### src/rtl/vector_scalar_operand_sequencer.sv
// Broadcasts one scalar/immediate operand to every active element of a vector
// instruction, one element per accepted lane handshake.
module vector_scalar_operand_sequencer #(
  parameter int unsigned VL_WIDTH = 7
) (
  input  logic                clk_i,
  input  logic                rst_i,
  input  logic                req_valid_i,
  output logic                req_ready_o,
  input  logic [1:0]          operand_src_i,
  input  logic [4:0]          imm5_i,
  input  logic [63:0]         scalar_i,
  input  logic [VL_WIDTH-1:0] vl_i,
  input  logic                flush_i,
  output logic                elem_valid_o,
  input  logic                elem_ready_i,
  output logic [63:0]         elem_data_o,
  output logic [VL_WIDTH-1:0] elem_idx_o,
  output logic                elem_last_o,
  output logic                done_o,
  output logic                error_o,
  output logic                busy_o
);

  localparam int unsigned DATA_W = 64;

  typedef enum logic [0:0] {
    IDLE  = 1'b0,
    ISSUE = 1'b1
  } state_t;

  localparam logic [1:0] SRC_SCALAR = 2'b00;
  localparam logic [1:0] SRC_SEXT   = 2'b01;
  localparam logic [1:0] SRC_ZEXT   = 2'b10;

  state_t              state_q, state_d;
  logic [VL_WIDTH-1:0] vl_q, vl_d;
  logic [VL_WIDTH-1:0] idx_d, idx_nxt;
  logic [DATA_W-1:0]   data_d;
  logic                valid_d, last_d, done_d, error_d;
  logic                accept;

  assign accept  = req_valid_i & req_ready_o;
  assign idx_nxt = VL_WIDTH'(elem_idx_o + 1'b1);

  // State register and registered outputs
  always_ff @(posedge clk_i) begin
    if (rst_i) begin
      state_q      <= IDLE;
      vl_q         <= '0;
      req_ready_o  <= 1'b0;
      elem_valid_o <= 1'b0;
      elem_data_o  <= '0;
      elem_idx_o   <= '0;
      elem_last_o  <= 1'b0;
      done_o       <= 1'b0;
      error_o      <= 1'b0;
      busy_o       <= 1'b0;
    end else begin
      state_q      <= state_d;
      vl_q         <= vl_d;
      req_ready_o  <= (state_d == IDLE);
      elem_valid_o <= valid_d;
      elem_data_o  <= data_d;
      elem_idx_o   <= idx_d;
      elem_last_o  <= last_d;
      done_o       <= done_d;
      error_o      <= error_d;
      busy_o       <= (state_d == ISSUE);
    end
  end

  // Next-state and next-output logic; flush outranks the element handshake
  always_comb begin
    state_d = state_q;
    vl_d    = vl_q;
    data_d  = elem_data_o;
    idx_d   = elem_idx_o;
    valid_d = elem_valid_o;
    last_d  = elem_last_o;
    done_d  = 1'b0;
    error_d = 1'b0;

    unique case (state_q)
      IDLE: begin
        valid_d = 1'b0;
        last_d  = 1'b0;
        if (accept) begin
          if (operand_src_i == 2'b11) begin
            error_d = 1'b1;
          end else if (vl_i == '0) begin
            done_d = 1'b1;
          end else begin
            unique case (operand_src_i)
              SRC_SCALAR: data_d = scalar_i;
              SRC_SEXT:   data_d = {{59{imm5_i[4]}}, imm5_i};
              SRC_ZEXT:   data_d = {59'b0, imm5_i};
              default:    data_d = elem_data_o;
            endcase
            vl_d    = vl_i;
            idx_d   = '0;
            last_d  = (vl_i == VL_WIDTH'(1));
            valid_d = 1'b1;
            state_d = ISSUE;
          end
        end
      end
      ISSUE: begin
        if (flush_i) begin
          state_d = IDLE;
          valid_d = 1'b0;
          last_d  = 1'b0;
        end else if (elem_ready_i) begin
          if (elem_last_o) begin
            state_d = IDLE;
            valid_d = 1'b0;
            last_d  = 1'b0;
            done_d  = 1'b1;
          end else begin
            idx_d  = idx_nxt;
            last_d = (idx_nxt == VL_WIDTH'(vl_q - 1'b1));
          end
        end
      end
      default: state_d = IDLE;
    endcase
  end

endmodule

### config.mk
export PLATFORM = sky130hd
export DESIGN_NAME = vector_scalar_operand_sequencer
export DESIGN_NICKNAME = d
export VERILOG_FILES = /design/src/rtl/vector_scalar_operand_sequencer.sv
export SDC_FILE = /design/constraint.sdc
export NUM_CORES = 1
export LEC_CHECK = 0
export CAP_MARGIN = 15
export CORE_MARGIN = 5
export CORE_UTILIZATION = 45
export DETAILED_ROUTE_END_ITERATION = 6
export PLACE_DENSITY_LB_ADDON = 0.15
export REMOVE_ABC_BUFFERS = 1
export SLEW_MARGIN = 20
export SYNTH_ARGS = -nofsm -noshare
export SYNTH_HDL_FRONTEND = slang
export SYNTH_SLANG_ARGS = --single-unit
### constraint.sdc
create_clock -name clk_i -period 6.35 [get_ports clk_i]
set_input_delay 1.905 -clock clk_i [delete_from_list [all_inputs] [get_ports clk_i]]
set_output_delay 1.905 -clock clk_i [all_outputs]
set_load 0.005 [all_outputs]
==> results of run 1 <==
[registers in the layout, indices dropped and copies added, names as in the netlist]
signal / count
elem_valid_o: 1
error_o: 1
done_o: 1
req_ready_o: 1
vl_q: 7
elem_last_o: 1
state_q: 1
elem_data_o: 64
elem_idx_o: 7
[critical path: cells and delay by family]
family          cells  cell delay (ns)
compound gates      2             1.02
simple gates        3             1.19
fa+ha+maj           1             0.23
buf+inv             1             0.45
[how the worst max path moves through the flow]
stage | startpoint | endpoint | slack (ns) | cells past startpoint
finish | operand_src_i[0] | elem_data_o[36] | 1.72 | 7
global route | operand_src_i[0] | elem_data_o[19] | 1.46 | 7
CTS | operand_src_i[0] | elem_data_o[36] | 1.41 | 7
detailed placement | operand_src_i[0] | elem_data_o[44] | 1.05 | 7
global placement | operand_src_i[0] | elem_data_o[30] | 1.18 | 7
floorplan | operand_src_i[0] | elem_data_o[10] | 0.04 | 6
[metal layers]
metal  vias to the layer above  part of all wire (%)
li1                       1760                     -
met1                      1611                    41
met2                       119                    48
met3                        12                    10
met4                         0                   1.6
met5                         -                     0
[cell type report]
type	instances	area, um^2	share of cell area [%]
timing repair buffer	162	1610	30.2
tap	102	128	2.39
clock buffer	11	141	2.65
inverter	7	26.3	0.493
clock inverter	4	97.6	1.83
multi-input combinational	302	1650	30.9
sequential	84	1680	31.5
[metrics by stage]
step	power [uW]	std cells	instance area (um^2)	worst slack, ns	hold WS [ns]
2_1_floorplan	686	393	3350	0.0448	0.445
3_5_place_dp	829	657	5090	1.05	0.446
3_3_place_gp	825	657	5090	1.18	0.440
4_1_cts	1290	672	5330	1.41	0.446
5_1_grt	1330	672	5330	1.46	0.494
6_report	1270	672	5330	1.72	0.444
[logic make-up (layout without fill, tap and decap cells)]
group / after synthesis / count (layout) / synth area share [%]
flops: 84 / 84 / 48.3
mux: 9 / 9 / 2.59
fa+ha+maj: 5 / 5 / 1.80
xor+xnor: 10 / 10 / 2.51
simple gates: 183 / 183 / 24.4
buf+inv: 39 / 184 / 4.70
compound gates: 95 / 95 / 15.7
[power breakdown]
part           internal [uW]  switching [uW]  total [uW]
sequential               559            18.4         577
combinational            134             106         241
clock                    270             187         458
[cells in the final DEF (no fill, tap or decap), drive strengths merged, types with 2 or more instances in the layout]
cell type      Yosys  routed
clkdlybuf4s50      0     158
nor2              86      86
dfxtp             84      84
a21oi             71      71
nor3              62      62
clkbuf            21      11
mux2i              9       9
nand2              8       8
inv                7       7
nor3b              5       5
a211oi             5       5
xor2               5       5
xnor2              5       5
o21ai              5       5
ha                 5       5
nand3              4       4
a211o              4       4
buf               11       4
or4                3       3
or3                3       3
bufinv             0       3
nand3b             2       2
nor4               2       2
o211ai             2       2
o31ai              2       2
==> impl_metrics.tcl, run 1 <==
set metrics [dict create \
    period_minus_slack_ns 4.63 \
    r2r_start "state_q" \
    cp_slowest_cell "o41a_2" \
    yosysTopAreaCell "dfxtp_1" \
    synthFlopType "dfxtp_1" \
    slowest_delay_ns 0.73 \
    routed_wl_mm 10.4 \
    startpoint_type "primary input" \
    clk_root_buffer_cell "clkbuf_8" \
    ant_nets 0 \
    die_w_um 98.0 \
    reg2reg_depth 5 \
    nNetsFinal 654 \
    drtIter0Drc 117 \
    diodes 0 \
    grt_antenna_before_repair 0 \
    worst-slew-pin-transition_ns 0.948 \
    cp_max_fo 59 \
    skew_ns 0.0146 \
    initial_core_util_pct 45.6 \
    r2r_setup_slack_ns 3.54 \
    cts_buffers 9 \
    drive_gt1_share_pct 4.21 \
    max_freq_mhz 216 \
    setup_viol 0 \
    hold_depth 2 \
    grt_util_met1_pct 23.8 \
    gr-usage-met3_pct 10.5 \
    portBuffers 159 \
    seq_area_frac_synth_pct 48.3 \
    wl_per_cell_um 15.5 \
    synth-async-reset-ratio_pct 0 \
    syn2layout_area_growth_pct 53.1 \
    grt_use_met2_pct 35.2 \
    cts_buffer_depth 2 \
    fill_cells 622 \
    worst_ep_required_time_ns 6.54 \
    num_rows 32 \
    routabilityCongestion 0.804 \
    outcome "finished clean" \
    synth_area_leaders "dfxtp_1, a21oi_1, nor2_1" \
    firstDrtPassIters 4 \
    cts_resized 0 \
    cts.sinks 84 \
    yosysUniqueCellTypes 40 \
    chipHeight_um 98.0 \
    p_leak_uw 0.00198 \
    yosys-top-cells-count "nor2_1, dfxtp_1, a21oi_1" \
    num_vias 3502 \
    rsz0062_at_grt "false" \
    h-tree-depth 3 \
    min_path_type "register to register" \
    critPathKind "primary input to register" \
    worstPathCellList "clkdlybuf4s50_1 > ha_1 > nor4bb_1 > o41a_2 > nand2_4 > a21oi_1 > nor3_1" \
    syn_area_per_cell_um2 8.20 \
    hold_end "error_o" \
    slew-limit-headroom_pct 36.8 \
    cp.arrival_ns 4.82 \
    grt_pass1_wl_mm 16.7 \
    grt_max_degree 70 \
    overflow 0 \
    num_io_pins 160 \
    peakVddDrop_v 0.000169 \
    fin_setup_tns_ns 0 \
    cts_setup_buffers 0 \
    grt_pass1_vias 3417 \
    synth_cells 425 \
    busiest_layer "met2" \
    drv_slew 0 \
    grt_usage_pct 21.1 \
    timing_hold_violations_final 0 \
    die-area_um2 9600 \
    ys_seq_elements 84 \
    r2r_end "elem_data_o[36]" \
    drv_cap 0 \
    powerDensity_nw_per_um2 239 \
    final_core_util_pct 69.7 \
    clock_latency_ns 0.35 \
    worstHoldStart "req_ready_o" \
    drc 0 \
    dpl.hpwl_mm 7.16 \
    syn-cell-area_um2 3480 \
    viasPerCell 5.21 \
    core-area_um2 7650 \
    postCtsHoldBufs 0 \
    worstSetupEndpointType "register" \
    clk_pin_slew_ns 0.08 \
    synth_most_common_cell "nor2_1" \
    synth_top_cell_area_share_pct 48.3 \
    period_share_pct 72.9 \
    synth_edf_count 0 \
    yosys_warnings 0 \
    cts_tree "built" \
]
(Power assumes the default switching activity.)
==> run 2, diff against run 1 <==
--- a/config.mk
+++ b/config.mk
@@ -7,7 +7,7 @@
 export LEC_CHECK = 0
 export CAP_MARGIN = 15
 export CORE_MARGIN = 5
-export CORE_UTILIZATION = 45
+export CORE_UTILIZATION = 41
 export DETAILED_ROUTE_END_ITERATION = 6
 export PLACE_DENSITY_LB_ADDON = 0.15
 export REMOVE_ABC_BUFFERS = 1
==> constraint.sdc (replaced) <==
create_clock -name clk_i -period 4.8 [get_ports clk_i]
set_input_delay 1.44 -clock clk_i [delete_from_list [all_inputs] [get_ports clk_i]]
set_output_delay 1.44 -clock clk_i [all_outputs]
set_load 0.005 [all_outputs]
==> run 2 against run 1 <==
Net effect:
- worst hold slack better by 0.011 ns
- wire length is 1.2% higher
- critical path depth is 1 higher
- count of clock-buffer cells in the layout stayed put
- first-iteration DRC count is 13% higher
- register-to-register slack worse by 1.0 ns
- flip-flop and latch count stayed put
- core utilization is 5.7 points lower
- cell count is 0.89% higher
- clock power hardly changed
- critical path type unchanged
==> impl_metrics.tcl, run 2 (synthesis results as in run 1) <==
set metrics [dict create \
    timing_hold_violations_final 0 \
    final_core_util_pct 64.0 \
    period_share_pct 76.5 \
    setup_viol 0 \
    drc 0 \
    reg.largest.list "elem_data_o: 64 flops, elem_idx_o: 7 flops, vl_q: 7 flops" \
    regMostFlops "elem_data_o" \
    portBuffers 159 \
    num_vias 3513 \
    reg2reg_depth 6 \
    clock_latency_ns 0.35 \
    routed_wl_mm 10.5 \
    grt_max_degree 70 \
    fin_setup_tns_ns 0 \
    final_cell_mix "clkdlybuf4s50_1, nor2_1, dfxtp_1" \
    firstDrtPassIters 4 \
    worst_ep_required_time_ns 5.05 \
    core-area_um2 8260 \
    final_common_cell "clkdlybuf4s50_1" \
    cp_max_fo 26 \
    clk_pin_slew_ns 0.08 \
    fill_cells 738 \
    skew_ns 0.0114 \
    drtIter0Drc 132 \
    grt_use_met2_pct 33.2 \
    largest_reg_flops 64 \
    routabilityCongestion 0.846 \
    dpl.hpwl_mm 7.27 \
    syn2layout_area_growth_pct 51.7 \
    peakVddDrop_v 0.000181 \
    die_w_um 102 \
    busiest_layer "met2" \
    ant_nets 0 \
    max_freq_mhz 272 \
    drv_slew 0 \
    powerDensity_nw_per_um2 292 \
    grt_pass1_vias 3368 \
    nNetsFinal 656 \
    viasPerCell 5.18 \
    die-area_um2 10400 \
    finalPower_uw 1540 \
    grt_antenna_before_repair 0 \
    cts_buffer_depth 2 \
    min_path_type "register to register" \
    clk_root_buffer_cell "clkbuf_8" \
    wl_per_cell_um 15.5 \
    cts_setup_buffers 0 \
    h-tree-depth 3 \
    period_minus_slack_ns 3.67 \
    critPathKind "primary input to register" \
    placed_cells 662 \
    gr-usage-met3_pct 8.74 \
    startpoint_type "primary input" \
    diodes 0 \
    grt_util_met1_pct 22.9 \
    worst-slew-pin-transition_ns 0.745 \
    fin_cells 678 \
    cts_tree "built" \
    postCtsHoldBufs 0 \
    initial_core_util_pct 42.2 \
    chipHeight_um 102 \
    worstSetupEndpointType "register" \
    drive_gt1_share_pct 4.71 \
    cts.sinks 84 \
    overflow 0 \
    rsz0062_at_grt "false" \
    outcome "finished clean" \
    num_rows 33 \
    p_leak_uw 0.00196 \
    setup_ws_ns 1.13 \
    cp.arrival_ns 3.92 \
    place_ws_ns 0.792 \
    grt_usage_pct 20.1 \
    cts_buffers 9 \
    drv_cap 0 \
    cts_resized 0 \
    num_io_pins 160 \
    slew-limit-headroom_pct 50.3 \
    grt_pass1_wl_mm 16.6 \
    hold_depth 2 \
]
==> run 2: path summary, 6_finish.rpt <==
check | startpoint | to | slack (ns)
min reg2reg | req_ready_o | error_o | 0.45
min | req_ready_o | error_o | 0.45
max | operand_src_i[1] | elem_idx_o[2] | 1.13
max reg2reg | state_q | elem_idx_o[2] | 2.49
==> run 2: layout make-up <==
cell class                      instances  area [um^2]  share of cell area [%]
Clock buffer                           11          141                    2.68
Clock inverter                          5         35.0                   0.663
Inverter                                7         26.3                   0.497
Multi-Input combinational cell        302         1650                    31.1
Sequential cell                        84         1680                    31.8
Tap cell                              105          131                    2.49
Timing Repair Buffer                  164         1620                    30.7
==> run 2: metrics by stage <==
step | hold slack, ns | cell area (um^2)
after detailed placement | 0.443 | 5110
after global placement | 0.444 | 5110
after floorplan | 0.445 | 3350
after global routing | 0.498 | 5290
final | 0.455 | 5290
after CTS | 0.453 | 5290
==> run 2: metal layers <==
layer	vias to the layer above	part of all wire [%]
met2	124	48
met5	-	0
met1	1600	40
met3	18	10
li1	1771	-
met4	0	1.7
==> run 2: worst max-delay path: stages <==
cell and delay [ns]:
clkdlybuf4s50_1 0.47, ha_1 0.22, nor4bb_1 0.62, o41a_2 0.31, buf_4 0.31, or2_2 0.19
a41oi_1 0.11, a311oi_1 0.25
==> run 2: report_power, final <==
group / switching, uW / internal (uW) / leakage (uW) / total, uW
combinational: 142 / 178 / 0.00119 / 320
clock: 256 / 203 / 0.0000897 / 460
sequential: 23.8 / 739 / 0.000686 / 763
total: 421 / 1120 / 0.00196 / 1540
==> run 3, diff against run 2 <==
==> constraint.sdc (replaced) <==
create_clock -name clk_i -period 3.4 [get_ports clk_i]
set_input_delay 1.02 -clock clk_i [delete_from_list [all_inputs] [get_ports clk_i]]
set_output_delay 1.02 -clock clk_i [all_outputs]
set_load 0.005 [all_outputs]
==> run 3 against run 2 <==
Net effect:
- total power is 45% higher
- sequential power grew 42%
- count of clock-buffer cells in the layout is 1 lower
- non-clock buffer count is 3 higher
- combinational power increased by 42%
- cell area grew 0.97%
- core utilization rose by 0.62 points
==> impl_metrics.tcl, run 3 (synthesis results as in run 1) <==
set metrics [dict create \
    drc 0 \
    cp.arrival_ns 3.27 \
    grt_pass1_wl_mm 16.5 \
    postCtsHoldBufs 0 \
    setup_viol 0 \
    num_rows 33 \
    hold_depth 2 \
    worst_ep_required_time_ns 3.65 \
    cts_tree "built" \
    cts_setup_buffers 0 \
    gr-usage-met3_pct 7.24 \
    ff_latch_area_um2 1680 \
    drive_gt1_share_pct 5.21 \
    powerDensity_nw_per_um2 418 \
    grt_use_met2_pct 33.4 \
    critPathKind "primary input to register" \
    busiest_layer "met2" \
    timing_hold_violations_final 0 \
    r2r_setup_slack_ns 1.35 \
    grt_max_degree 70 \
    h-tree-depth 3 \
    drtIter0Drc 95 \
    cp_max_fo 16 \
    ant_nets 0 \
    regMostFlops "elem_data_o" \
    core-area_um2 8260 \
    outcome "finished clean" \
    routabilityCongestion 0.770 \
    cts_resized 0 \
    die_w_um 102 \
    p_leak_uw 0.00199 \
    final_core_util_pct 64.6 \
    clk_root_buffer_cell "clkbuf_8" \
    overflow 0 \
    fin_cells 681 \
    final_cell_mix "clkdlybuf4s50_1, nor2_1, dfxtp_1" \
    worstSetupEndpointType "register" \
    startpoint_type "primary input" \
    dpl.hpwl_mm 7.38 \
    initial_core_util_pct 42.2 \
    fill_cells 730 \
    cts_buffer_depth 2 \
    chipHeight_um 102 \
    grt_antenna_before_repair 0 \
    viasPerCell 5.17 \
    final_common_cell "clkdlybuf4s50_1" \
    routed_wl_mm 10.5 \
    placed_cells 665 \
    r2r_end "vl_q[5]" \
    reg2reg_depth 6 \
    die-area_um2 10400 \
    slew-limit-headroom_pct 50.8 \
    skew_ns 0.0131 \
    rsz0062_at_grt "false" \
    num_io_pins 160 \
    wl_per_cell_um 15.5 \
    multiInputGateArea_um2 1650 \
    grt_usage_pct 19.8 \
    period_share_pct 89.0 \
    cts_buffers 9 \
    syn2layout_area_growth_pct 53.1 \
    num_vias 3521 \
    period_minus_slack_ns 3.03 \
    peakVddDrop_v 0.000229 \
    reg.largest.list "elem_data_o: 64 flops, elem_idx_o: 7 flops, vl_q: 7 flops" \
    worst-slew-pin-transition_ns 0.738 \
    drv_slew 0 \
    nNetsFinal 659 \
    max_freq_mhz 331 \
    r2r_start "state_q" \
    clock_latency_ns 0.34 \
    portBuffers 159 \
    clk_pin_slew_ns 0.08 \
    worstHoldStart "req_ready_o" \
    drv_cap 0 \
    min_path_type "register to register" \
    diodes 0 \
    hold_end "error_o" \
    firstDrtPassIters 4 \
    grt_util_met1_pct 23.5 \
    largest_reg_flops 64 \
    cts.sinks 84 \
    grt_pass1_vias 3421 \
]
## run 3: cell count changes in the layout (fill, tap and decap cells not counted), sizes merged
| cell | change |
|---|---|
| bufinv | +1 |
| inv | -1 |
| buf | +3 |
| clkinv | +1 |
| clkbuf | -1 |
## run 3: how the worst max path moves through the flow
| stage | endpoint | slack [ns] | from |
|---|---|---|---|
| after floorplan | elem_data_o[10] | -2.02 | operand_src_i[0] |
| after global placement | vl_q[2] | 0.09 | operand_src_i[0] |
| after detailed placement | elem_data_o[40] | 0.01 | vl_i[1] |
| after CTS | elem_data_o[40] | 0.37 | vl_i[1] |
| after global routing | elem_data_o[40] | 0.27 | vl_i[6] |
| final | elem_data_o[40] | 0.37 | vl_i[1] |
## run 3: power by group
group / leakage (uW) / switching, uW / internal [uW]
sequential: 0.000686 / 34.9 / 1040
clock: 0.0000962 / 357 / 340
combinational: 0.00121 / 200 / 256
## run 3: stage by stage
stage	power, uW	cell area (um^2)	TNS [ns]	setup WS (ns)	hold WS (ns)
after floorplan	1280	3350	-129.83	-2.02	0.445
after global placement	1550	5140	0	0.0856	0.439
after detailed placement	1560	5140	0	0.0128	0.448
after CTS	2250	5340	0	0.371	0.460
after global routing	2340	5340	0	0.268	0.511
final	2230	5340	0	0.374	0.460
## run 3: layout make-up
cell class / count / share of cell area [%]
Clock inverter: 6 / 1.22
Clock buffer: 10 / 2.39
Inverter: 7 / 0.492
Multi-Input combinational cell: 302 / 30.8
Sequential cell: 84 / 31.5
Tap cell: 105 / 2.46
Timing Repair Buffer: 167 / 31.1
## run 3: critical path: stages
cell and delay (ns):
clkdlybuf4s50_1 0.45, or4_1 0.57, o41a_2 0.50, nand2_2 0.19, buf_4 0.25, a21oi_1 0.07, nor3_1 0.22
## run 3: per-layer routing
layer  part of all wire, %  wire length, um
met1                    41             4360
met2                    48             5110
met3                   8.7              920
met4                   1.4              144
met5                     0                0
